`config.mk`:
```
export PLATFORM = sky130hd
export DESIGN_NAME = jt12_acc_mix
export DESIGN_NICKNAME = d
export VERILOG_FILES = /design/src/rtl/jt12_acc_mix.sv
export SDC_FILE = /design/constraint.sdc
export NUM_CORES = 1
export LEC_CHECK = 0
export ABC_CLOCK_PERIOD_IN_PS = 4600
export BUFFER_PORTS_ARGS = -buffer_cell sky130_fd_sc_hd__buf_4
export CAP_MARGIN = 10
export CORE_AREA = 2 2 126 128
export CTS_CLUSTER_SIZE = 16
export DETAILED_ROUTE_END_ITERATION = 10
export DIE_AREA = 0 0 128 130
export PLACE_DENSITY = 0.81
export SYNTH_ARGS = -nofsm -noshare
export SYNTH_HDL_FRONTEND = slang
export SYNTH_SLANG_ARGS = --single-unit
```
`constraint.sdc`:
```
create_clock -name clk -period 4.6 [get_ports clk]
set_input_delay 0.69 -clock clk [delete_from_list [all_inputs] [get_ports clk]]
set_output_delay 0.69 -clock clk [all_outputs]
set_load 0.01 [all_outputs]
```
`src/rtl/jt12_acc_mix.sv`:
```
// Channel accumulator and stereo mixer for a 4-operator FM core. Per-channel
// partial sums ride a NUM_CH-deep ring; finished sums are panned into the mix.
`timescale 1ns/1ps
module jt12_acc_mix #(
  parameter int NUM_CH = 6
) (
  input  logic        clk,
  input  logic        rst,
  input  logic        clk_en,
  input  logic [8:0]  op_result,
  input  logic        s1_enters,
  input  logic        s2_enters,
  input  logic        s3_enters,
  input  logic        s4_enters,
  input  logic [2:0]  alg,
  input  logic [1:0]  pan_rl,
  input  logic        zero,
  output logic [11:0] ch_out,
  output logic        ch_valid,
  output logic [15:0] snd_left,
  output logic [15:0] snd_right,
  output logic        sample
);

  typedef enum logic [2:0] {SLOT_NONE, SLOT_S1, SLOT_S2, SLOT_S3, SLOT_S4} slot_e;

  slot_e       slot;
  logic        carrier;
  logic        is_s4;
  logic [11:0] term, shift_out, ch_sum;
  logic [11:0] sr_q [NUM_CH];
  logic [11:0] sr_d [NUM_CH];
  logic [11:0] ch_out_q, ch_out_d;
  logic        ch_valid_q, ch_valid_d;
  logic [15:0] mix_l_q, mix_l_d, mix_r_q, mix_r_d;
  logic [15:0] snd_left_q, snd_left_d, snd_right_q, snd_right_d;
  logic        sample_q, sample_d;
  logic [15:0] add_l, add_r, mix_l_sum, mix_r_sum;

  // Overlapping tags resolve S1 > S3 > S2 > S4.
  always_comb begin
    if (s1_enters)      slot = SLOT_S1;
    else if (s3_enters) slot = SLOT_S3;
    else if (s2_enters) slot = SLOT_S2;
    else if (s4_enters) slot = SLOT_S4;
    else                slot = SLOT_NONE;
  end

  always_comb begin
    case (alg)
      3'd0, 3'd1, 3'd2, 3'd3: carrier = (slot == SLOT_S4);
      3'd4:                   carrier = (slot == SLOT_S2) || (slot == SLOT_S4);
      3'd5, 3'd6:             carrier = (slot == SLOT_S2) || (slot == SLOT_S3) || (slot == SLOT_S4);
      default:                carrier = (slot != SLOT_NONE);
    endcase
  end

  assign term      = carrier ? {{3{op_result[8]}}, op_result} : '0;
  assign shift_out = sr_q[NUM_CH-1];
  assign ch_sum    = shift_out + term;
  assign is_s4     = (slot == SLOT_S4);

  always_comb begin
    for (int unsigned i = 1; i < NUM_CH; i++) sr_d[i] = sr_q[i-1];
    sr_d[0] = shift_out;
    case (slot)
      SLOT_S1:          sr_d[0] = term;
      SLOT_S2, SLOT_S3: sr_d[0] = ch_sum;
      SLOT_S4:          sr_d[0] = '0;
      default:          sr_d[0] = shift_out;
    endcase
  end

  // Outside an S4 slot the pan adds are zero, so a zero strobe there just
  // publishes the accumulators as they stand.
  always_comb begin
    ch_valid_d  = is_s4;
    ch_out_d    = is_s4 ? ch_sum : ch_out_q;
    add_l       = (is_s4 && pan_rl[1]) ? {{4{ch_sum[11]}}, ch_sum} : '0;
    add_r       = (is_s4 && pan_rl[0]) ? {{4{ch_sum[11]}}, ch_sum} : '0;
    mix_l_sum   = mix_l_q + add_l;
    mix_r_sum   = mix_r_q + add_r;
    snd_left_d  = snd_left_q;
    snd_right_d = snd_right_q;
    mix_l_d     = mix_l_sum;
    mix_r_d     = mix_r_sum;
    sample_d    = 1'b0;
    if (zero) begin
      snd_left_d  = mix_l_sum;
      snd_right_d = mix_r_sum;
      mix_l_d     = '0;
      mix_r_d     = '0;
      sample_d    = 1'b1;
    end
  end

  always_ff @(posedge clk or posedge rst) begin
    if (rst) begin
      for (int unsigned i = 0; i < NUM_CH; i++) sr_q[i] <= '0;
      ch_out_q    <= '0;
      ch_valid_q  <= 1'b0;
      mix_l_q     <= '0;
      mix_r_q     <= '0;
      snd_left_q  <= '0;
      snd_right_q <= '0;
      sample_q    <= 1'b0;
    end else if (clk_en) begin
      for (int unsigned i = 0; i < NUM_CH; i++) sr_q[i] <= sr_d[i];
      ch_out_q    <= ch_out_d;
      ch_valid_q  <= ch_valid_d;
      mix_l_q     <= mix_l_d;
      mix_r_q     <= mix_r_d;
      snd_left_q  <= snd_left_d;
      snd_right_q <= snd_right_d;
      sample_q    <= sample_d;
    end
  end

  assign ch_out    = ch_out_q;
  assign ch_valid  = ch_valid_q;
  assign snd_left  = snd_left_q;
  assign snd_right = snd_right_q;
  assign sample    = sample_q;

endmodule

```
==> results of run 1 <==
-- worst max-delay path, delay by kind of cell --
kind,cells,cell delay (ps)
buffers and inverters,3,370
multiplexers,1,260
AND/OR/NAND/NOR,7,1640
adder cells (fa/ha/maj),2,390
XOR/XNOR,1,210
AO/OA/AOI/OAI,10,1910
-- registers in the layout (all words and copies together) (netlist names) --
signal / flops
shift_out: 12
mix_r_q: 16
snd_right: 16
sample: 1
ch_valid: 1
ch_out: 12
sr_d: 60
mix_l_q: 16
snd_left: 16
-- layout make-up --
cell class	count	area, um^2
clock inverters	15	153
inverters	23	92.6
clock buffers	17	425
flip-flops and latches	150	3750
well taps	192	240
fillers	965	4080
multi-input cells	594	5020
repair buffers	211	1670
-- worst paths after layout --
kind	from	end	depth (start not counted)
max in group asynchronous	rst	mix_l_q[13]	3
min reg2reg	ch_out[10]	ch_out[10]	2
max reg2reg	shift_out[0]	mix_r_q[15]	20
min in group clk	ch_out[10]	ch_out[10]	2
min	rst	sr_d[14]	3
max	s4_enters	mix_r_q[15]	24
-- timing repair --
action,CTS,global route
cloned,1,0
setup endpoints to repair,21,28
buffers inserted,26,19
pin swaps,57,53
gates resized for setup,67,65
-- per-layer routing --
metal | GRT usage [%] | vias to the layer above
met2 | 47.2 | 414
met1 | 34.1 | 3710
li1 | - | 3349
met5 | 0 | -
met4 | 13.1 | 0
met3 | 5.29 | 135
-- where the power goes --
part | internal, mW | switching, mW
combinational | 0.859 | 0.787
clock | 0.725 | 0.650
sequential | 1.64 | 0.254
-- stage by stage --
| stage | cell area (um^2) | hold WS (ps) | power [mW] |
|---|---|---|---|
| after floorplan | 8410 | 446 | 2.62 |
| after global placement | 9790 | 460 | 3.19 |
| after detailed placement | 9790 | 470 | 3.25 |
| after CTS | 10900 | 485 | 4.75 |
| after global routing | 11300 | 505 | 5.12 |
| final | 11300 | 475 | 4.91 |
-- layout by cell type (no fill, tap or decap), types with 15 or more instances in the layout --
| cell | Yosys | layout |
|---|---|---|
| ha_1 | 32 | 21 |
| mux2_2 | 65 | 60 |
| nand2_1 | 77 | 75 |
| nand3_1 | 24 | 16 |
| dfrtp_1 | 150 | 150 |
| buf_6 | 0 | 15 |
| inv_1 | 22 | 20 |
| buf_4 | 0 | 194 |
| clkbuf_16 | 0 | 17 |
| o2bb2ai_1 | 24 | 24 |
| nor2_1 | 55 | 47 |
| o21ai_0 | 50 | 35 |
| a21oi_1 | 36 | 27 |
-- logic make-up after synthesis --
| logic type | count (synthesis) | synth area share, % |
|---|---|---|
| flip-flops | 150 | 45.4 |
| XOR/XNOR | 35 | 4.13 |
| buffers and inverters | 62 | 2.81 |
| multiplexers | 69 | 9.33 |
| adder cells (fa/ha/maj) | 36 | 5.70 |
| AO/OA/AOI/OAI | 212 | 18.1 |
| AND/OR/NAND/NOR | 241 | 14.6 |
==> results.py, run 1 <==
metrics = {
    "power_and_ir_drop": {
        "power.density_nw_per_um2": 433,
        "leakage_nw": 5.17,
        "vdd_drop_max_mv": 0.314,
    },
    "timing": {
        "finalSetupViolCount": 24,
        "finalClockSkew_ps": 10.9,
        "fmax_mhz": 193,
        "hold_viol_final": 0,
        "tns_ps": -8780,
        "fin_crit_ps": 5170,
        "final_critical_path_setup_slack_ps": -569,
        "rsz0062_at_grt": "yes",
        "tightest_slew_ps": 1270,
        "finalCritPeriodShare_pct": 112,
        "slew_violations": 0,
        "maxSlewHeadroom_pct": 14.8,
    },
    "synthesis": {
        "synth-edff-count": 0,
        "synth-main-ff-cell": "dfrtp_1",
        "synth-async-reset-ratio_pct": 100,
        "netlist_instances": 805,
        "syn_area_per_cell_um2": 10.3,
        "mappedNetlistNets": 862,
        "synth_cell_types": 80,
        "yosys-top-cells-count": "150 x dfrtp_1, 77 x nand2_1, 65 x mux2_2, 55 x nor2_1, 50 x o21ai_0",
        "synth-seq-area-share_pct": 45.4,
        "synth_most_common_cell": "dfrtp_1",
        "syn_area_um2": 8270,
        "yosys_register_bits": 150,
        "yosysTopAreaCellShare_pct": 45.4,
        "synth_top_cell_by_area": "dfrtp_1",
        "ys_warn_count": 0,
        "synth_area_leaders": "dfrtp_1 45%, mux2_2 8.8%, ha_1 4.8%",
    },
    "routing": {
        "met3WireLength_um": 1660,
        "wl_per_cell_um": 20.7,
        "antenna_left": 0,
        "remaining_drc_errors": 0,
        "dr.pass1.iters": 8,
        "wl_met2_um": 12500,
        "drt-vias-per-instance": 6.33,
        "num_vias": 7608,
        "wl_um": 24800,
        "routed.top_layer": "met4",
        "wl_met1_um": 9510,
        "drtIter0Drc": 823,
    },
    "hold_path": {
        "hold_class": "in2async",
    },
    "cts": {
        "cts_sinks": 150,
        "numCtsBuffers": 17,
        "clockRootBuffer": "clkbuf_16",
        "ctsHoldBuffers": 0,
        "clkTransAtPathRegs_ps": 70,
        "cts_buffer_depth": 2,
        "cts_tree": "done",
        "worstSkewPairLatency_ps": 450,
        "ctsHtreeMaxLevel": 4,
    },
    "final_layout": {
        "fin_util_pct": 73.6,
        "diodes": 0,
        "final_cells": 1202,
        "drive_gt1_share_pct": 42.7,
        "area_growth_pct": 37.2,
        "fin_nets": 1054,
    },
    "critical_path": {
        "cp.required_ps": 4910,
        "crit_chain": "buf_6, or4_4, nor2_4, a21oi_4, buf_6, and2_4, ha_4, a21o_1, a21oi_2, o21bai_1, a311o_1, a21o_1, xnor2_2, buf_4, nor2_4, ha_4, or3_4, a31oi_4, nor3_4, a31o_4, nor3_1, mux2_4, a21oi_1, o311ai_1",
        "critPathKind": "in2reg",
        "critPathSlowestCell": "or4_4",
        "cp_max_fo": 5,
        "cp-end-kind": "flop",
        "worstPathArrival_ps": 5480,
        "ff2ff_setup_slack_ps": 280,
        "worst_setup_path_start_kind": "input pin",
        "critPathMaxStageDelay_ps": 560,
    },
    "floorplan": {
        "coreArea_um2": 15400,
        "die_w_um": 128,
        "rows": 46,
        "io_pins": 68,
        "fp.dieH_um": 130,
        "initial_core_util_pct": 53.6,
        "die_area_um2": 16600,
    },
    "global_route": {
        "grt_pass1_vias": 7366,
        "overflow": 0,
        "grt_antenna_before_repair": 0,
        "grt_pass1_wl_um": 36100,
        "track_usage_pct": 27.6,
        "grt_max_degree": 151,
    },
    "status": {
        "outcome": "finished with violations",
        "violations": "setup timing",
    },
    "placement": {
        "io_buffer_count": 67,
        "preCtsSetupSlack_ps": -834,
        "place.gp.congestion": 0.930,
        "place_inst": 1127,
        "hpwlAfterDp_um": 14200,
    },
    "job": {
        "cap_violations": 0,
    },
}
Note: power is estimated with default switching activity, not from simulation.
==> run 2: changes to the inputs <==
- ABC_AREA: default -> 1
- CORE_AREA: 2 2 126 128 -> 2 2 125 127
- DIE_AREA: 0 0 128 130 -> 0 0 127 129
- PLACE_DENSITY: 0.81 -> 0.8
==> results.py, run 2 <==
metrics = {
    "status": {
        "outcome": "complete, no violations",
    },
    "routing": {
        "dr.pass1.iters": 5,
        "remaining_drc_errors": 0,
        "drt-vias-per-instance": 5.35,
        "wl_um": 18600,
        "num_vias": 6774,
        "antenna_left": 0,
        "drtIter0Drc": 576,
        "wl_per_cell_um": 14.7,
    },
    "cts": {
        "clockRootBuffer": "clkbuf_16",
        "cts_tree": "done",
        "ctsHoldBuffers": 0,
        "cts_buffer_depth": 2,
        "numCtsBuffers": 17,
        "clkTransAtPathRegs_ps": 60,
        "worstSkewPairLatency_ps": 420,
        "ctsHtreeMaxLevel": 4,
        "cts_sinks": 150,
    },
    "final_layout": {
        "largest_reg_flops": 60,
        "final_common_cell": "nand2_1",
        "final_cells": 1266,
        "area_growth_pct": 23.8,
        "n_fill_cell": 1214,
        "fin_nets": 1124,
        "diodes": 0,
        "drive_gt1_share_pct": 22.4,
        "final_area_um2": 9800,
        "final_cell_mix": "259 x nand2_1, 150 x dfrtp_1, 144 x buf_4",
    },
    "critical_path": {
        "cp_max_fo": 5,
        "crit_family": "simple AND/OR/NAND/NOR gates",
        "reg2reg_from": "shift_out[2]",
        "reg2reg_to": "mix_r_q[15]",
        "rr_worst_depth": 27,
        "ff2ff_setup_slack_ps": 930,
        "worst_path_most_repeated_cell": "nand2_2",
        "path_buf_inv": 5,
        "cp.required_ps": 4910,
        "critPathKind": "in2reg",
        "critPathSlowestCell": "ha_1",
        "critPathMaxStageDelay_ps": 340,
        "worst_setup_path_start_kind": "input pin",
        "cp-end-kind": "flop",
        "worstPathArrival_ps": 4640,
    },
    "timing": {
        "fin_crit_ps": 4330,
        "finalCritPeriodShare_pct": 94.1,
        "maxSlewHeadroom_pct": 51.3,
        "tns_ps": 0,
        "finalClockSkew_ps": 9.89,
        "tightest_slew_ps": 729,
        "fmax_mhz": 231,
        "finalSetupViolCount": 0,
        "hold_viol_final": 0,
        "slew_violations": 0,
    },
    "synthesis": {
        "synth-main-ff-cell": "dfrtp_1",
        "synth_area_leaders": "dfrtp_1 47%, nand2_1 13%, o21ai_0 8.4%",
        "syn_area_um2": 7920,
        "syn_area_per_cell_um2": 8.43,
        "mappedNetlistNets": 997,
        "synth-seq-area-share_pct": 47.4,
        "synth-edff-count": 0,
        "synth_top_cell_by_area": "dfrtp_1",
        "synth-async-reset-ratio_pct": 100,
        "yosys-top-cells-count": "265 x nand2_1, 150 x dfrtp_1, 133 x o21ai_0, 92 x inv_1, 48 x nor2_1",
        "synth_cell_types": 41,
        "yosysTopAreaCellShare_pct": 47.4,
        "ys_warn_count": 0,
        "netlist_instances": 940,
        "synth_most_common_cell": "nand2_1",
        "yosys_register_bits": 150,
    },
    "global_route": {
        "grt_pass1_wl_um": 30900,
        "grt_max_degree": 84,
        "track_usage_pct": 23.5,
        "grt_pass1_vias": 6591,
        "overflow": 0,
        "grt_antenna_before_repair": 0,
    },
    "floorplan": {
        "coreArea_um2": 15000,
        "rows": 45,
        "io_pins": 68,
        "die_w_um": 127,
        "die_area_um2": 16400,
        "initial_core_util_pct": 52.9,
        "fp.dieH_um": 129,
    },
    "job": {
        "cap_violations": 0,
    },
    "placement": {
        "io_buffer_count": 67,
        "place_inst": 1231,
        "place_area_um2": 9050,
        "place.gp.congestion": 0.964,
        "hpwlAfterDp_um": 13100,
    },
    "power_and_ir_drop": {
        "leakage_nw": 5.02,
        "vdd_drop_max_mv": 0.333,
        "power.density_nw_per_um2": 365,
    },
    "hold_path": {
        "hold_class": "in2async",
    },
}
## run 2: cell count changes after synthesis, moves of 9 or more
cell	before	now
o21ai_0	50	133
mux2_2	65	0
nor3_1	22	4
inv_1	22	92
xnor2_1	20	11
and2_1	11	0
nand2_1	77	265
o2bb2ai_1	24	0
a21o_1	10	0
## run 2: per-layer routing
metal	up-vias	global-route usage, %	routed length (um)
met1	3241	30.7	8340
li1	3312	-	-
met4	0	9.11	450
met2	186	38.2	8770
met5	-	0	0
met3	35	5.70	1010
## run 2: metrics by stage
step	utilization (%)	power, mW	hold WS [ps]	setup WS (ps)
2_1_floorplan	-	1.91	442	40.9
3_3_place_gp	60.4	2.16	455	-214
3_5_place_dp	60.4	2.18	460	-366
4_1_cts	64.4	3.58	404	64.5
5_1_grt	65.4	3.75	424	-79.0
6_report	65.4	3.58	382	271
## run 2: repair_timing
item / in CTS / in global routing
gates resized for setup: 0 / 34
setup buffers: 0 / 5
setup endpoints to repair: 0 / 20
## run 2: worst max-delay path by stage
stage | from | end | slack, ps | cells past startpoint
final | s1_enters | mix_r_q[15] | 270 | 37
after global routing | alg[0] | mix_r_q[14] | -80 | 35
after CTS | s1_enters | mix_r_q[15] | 60 | 34
after detailed placement | s1_enters | mix_r_q[15] | -370 | 34
after global placement | s1_enters | mix_r_q[15] | -210 | 34
after floorplan | s1_enters | snd_right[15] | 40 | 34
## run 2: cells by family after synthesis
logic type      share of synthesized area [%]
compound gates                           13.2
xor+xnor                                 3.52
fa+ha+maj                                5.81
buf+inv                                  6.68
flops                                    47.4
simple gates                             23.4
## run 2: power by group
group          switching, mW  internal [mW]
Combinational          0.371          0.252
Clock                  0.522          0.875
Sequential            0.0870           1.47
## run 2: layout make-up
type,instances,area (um^2),area share [%]
Multi-Input combinational cell,658,3760,38.4
Tap cell,188,235,2.40
Inverter,95,363,3.70
Clock inverter,8,125,1.28
Sequential cell,150,3750,38.3
Timing Repair Buffer,145,1100,11.2
Clock buffer,22,464,4.74
==> run 3: changes to the inputs <==
- ABC_CLOCK_PERIOD_IN_PS: 4600 -> 4300
- CORE_AREA: 2 2 125 127 -> 2 2 124 126
- DIE_AREA: 0 0 127 129 -> 0 0 126 128
- PLACE_DENSITY: 0.8 -> 0.73
- clock period: 4.6 -> 4.3 ns (I/O delays scaled with it)
==> results.py, run 3 (synthesized netlist as in run 2, its figures left out) <==
metrics = {
    "power_and_ir_drop": {
        "p_total_mw": 4.05,
        "leakage_nw": 5.27,
        "power.density_nw_per_um2": 391,
        "vdd_drop_max_mv": 0.312,
    },
    "routing": {
        "met3WireLength_um": 849,
        "remaining_drc_errors": 0,
        "wl_um": 20500,
        "wl_met1_um": 8660,
        "num_vias": 6964,
        "wl_met2_um": 10600,
        "wl_per_cell_um": 15.8,
        "dr.pass1.iters": 5,
        "drtIter0Drc": 482,
        "drt-vias-per-instance": 5.36,
        "routed.top_layer": "met4",
        "antenna_left": 0,
    },
    "floorplan": {
        "die_area_um2": 16100,
        "initial_core_util_pct": 53.3,
        "coreArea_um2": 14900,
        "io_pins": 68,
        "rows": 45,
        "die_w_um": 126,
        "fp.dieH_um": 128,
    },
    "final_layout": {
        "final_cell_mix": "252 x nand2_1, 168 x buf_4, 150 x dfrtp_1",
        "final_area_um2": 10400,
        "fin_nets": 1155,
        "final_cells": 1299,
        "area_growth_pct": 30.7,
        "n_fill_cell": 1166,
        "diodes": 0,
        "final_common_cell": "nand2_1",
        "largest_reg_flops": 60,
        "drive_gt1_share_pct": 28.7,
    },
    "timing": {
        "finalSetupViolCount": 0,
        "tightest_slew_ps": 832,
        "finalClockSkew_ps": 9.33,
        "finalCritPeriodShare_pct": 99.2,
        "fmax_mhz": 234,
        "fin_crit_ps": 4270,
        "final_critical_path_setup_slack_ps": 33.3,
        "slew_violations": 0,
        "maxSlewHeadroom_pct": 44.5,
        "hold_viol_final": 0,
        "rsz0062_at_grt": "yes",
    },
    "global_route": {
        "overflow": 0,
        "track_usage_pct": 24.7,
        "grt_antenna_before_repair": 0,
        "grt_pass1_wl_um": 32000,
        "grt_max_degree": 94,
        "grt_pass1_vias": 6697,
    },
    "critical_path": {
        "worstPathArrival_ps": 4540,
        "worst_setup_path_start_kind": "input pin",
        "cp.required_ps": 4580,
        "critPathMaxStageDelay_ps": 390,
        "critPathKind": "in2reg",
        "worst_path_most_repeated_cell": "nor2_4",
        "cp-end-kind": "flop",
        "critPathSlowestCell": "fa_2",
        "cp_max_fo": 5,
    },
    "cts": {
        "ctsHoldBuffers": 0,
        "cts_tree": "done",
        "numCtsBuffers": 17,
        "worstSkewPairLatency_ps": 430,
        "cts_sinks": 150,
        "clockRootBuffer": "clkbuf_16",
        "ctsHtreeMaxLevel": 4,
        "cts_buffer_depth": 2,
        "clkTransAtPathRegs_ps": 60,
    },
    "hold_path": {
        "hold_class": "in2async",
    },
    "placement": {
        "preCtsSetupSlack_ps": -411,
        "io_buffer_count": 67,
        "hpwlAfterDp_um": 13200,
        "place.gp.congestion": 0.905,
        "place_area_um2": 9200,
        "place_inst": 1246,
    },
    "status": {
        "outcome": "complete, no violations",
    },
    "job": {
        "cap_violations": 0,
    },
}
run 3: changes by cell type in the layout (fill, tap and decap cells not counted), moves of 5 or more:
cell,before,now
a21oi_1,30,19
a21oi_2,4,14
buf_4,144,168
buf_6,0,6
inv_1,87,81
nand2_1,259,252
nand3_1,31,26
nand3_2,4,9
o21ai_2,0,7
run 3: path summary, 6_finish.rpt:
check / slack, ps / start / endpoint / cells past startpoint
worst min-delay path: 370 / rst / ch_out[5] / 2
worst min register to register: 470 / sr_d[43] / sr_d[43] / 2
worst max register to register: 580 / shift_out[0] / mix_r_q[13] / 24
max in group asynchronous: 3000 / rst / snd_right[11] / 3
min in group clk: 470 / sr_d[43] / sr_d[43] / 2
worst max-delay path: 30 / s3_enters / mix_r_q[13] / 32
run 3: critical path: cells and delay by family:
family / cells / cell delay (ps)
buffers and inverters: 5 / 500
AOI/OAI and AO/OA: 8 / 1010
and+or+nand+nor: 15 / 1370
adders and majority gates: 3 / 800
xor gates and xnor gates: 1 / 190
run 3: per-layer routing:
metal  global-route usage [%]  vias up
li1                         -     3372
met1                     31.9     3391
met2                     42.2      172
met3                     5.13       29
met4                     7.76        0
met5                        0        -
run 3: final cells by class:
class | instances | area [um^2] | share of cell area (%)
tap | 188 | 235 | 2.27
inverter | 95 | 373 | 3.60
timing repair buffer | 176 | 1360 | 13.2
sequential | 150 | 3750 | 36.3
clock buffer | 21 | 440 | 4.25
clock inverter | 11 | 198 | 1.91
multi-input combinational | 658 | 3990 | 38.5
run 3: where the power goes:
group	total, mW	switching [mW]	internal, mW	leakage [nW]
clock	1.63	0.596	1.03	0.306
combinational	0.757	0.436	0.321	2.93
sequential	1.67	0.0932	1.57	2.03
run 3: per-stage QoR:
stage | TNS [ps] | hold WS [ps] | utilization [%]
CTS | 0 | 379 | 66.4
floorplan | -265 | 442 | -
global placement | -5170 | 456 | 61.9
finish | 0 | 367 | 69.7
global route | -1710 | 418 | 69.7
detailed placement | -6330 | 458 | 61.9
run 3: repair_timing:
item	CTS	global route
resized for setup	4	87
pin swaps	3	66
setup endpoints to repair	8	25
setup buffers	1	20
hold endpoints to repair	0	0
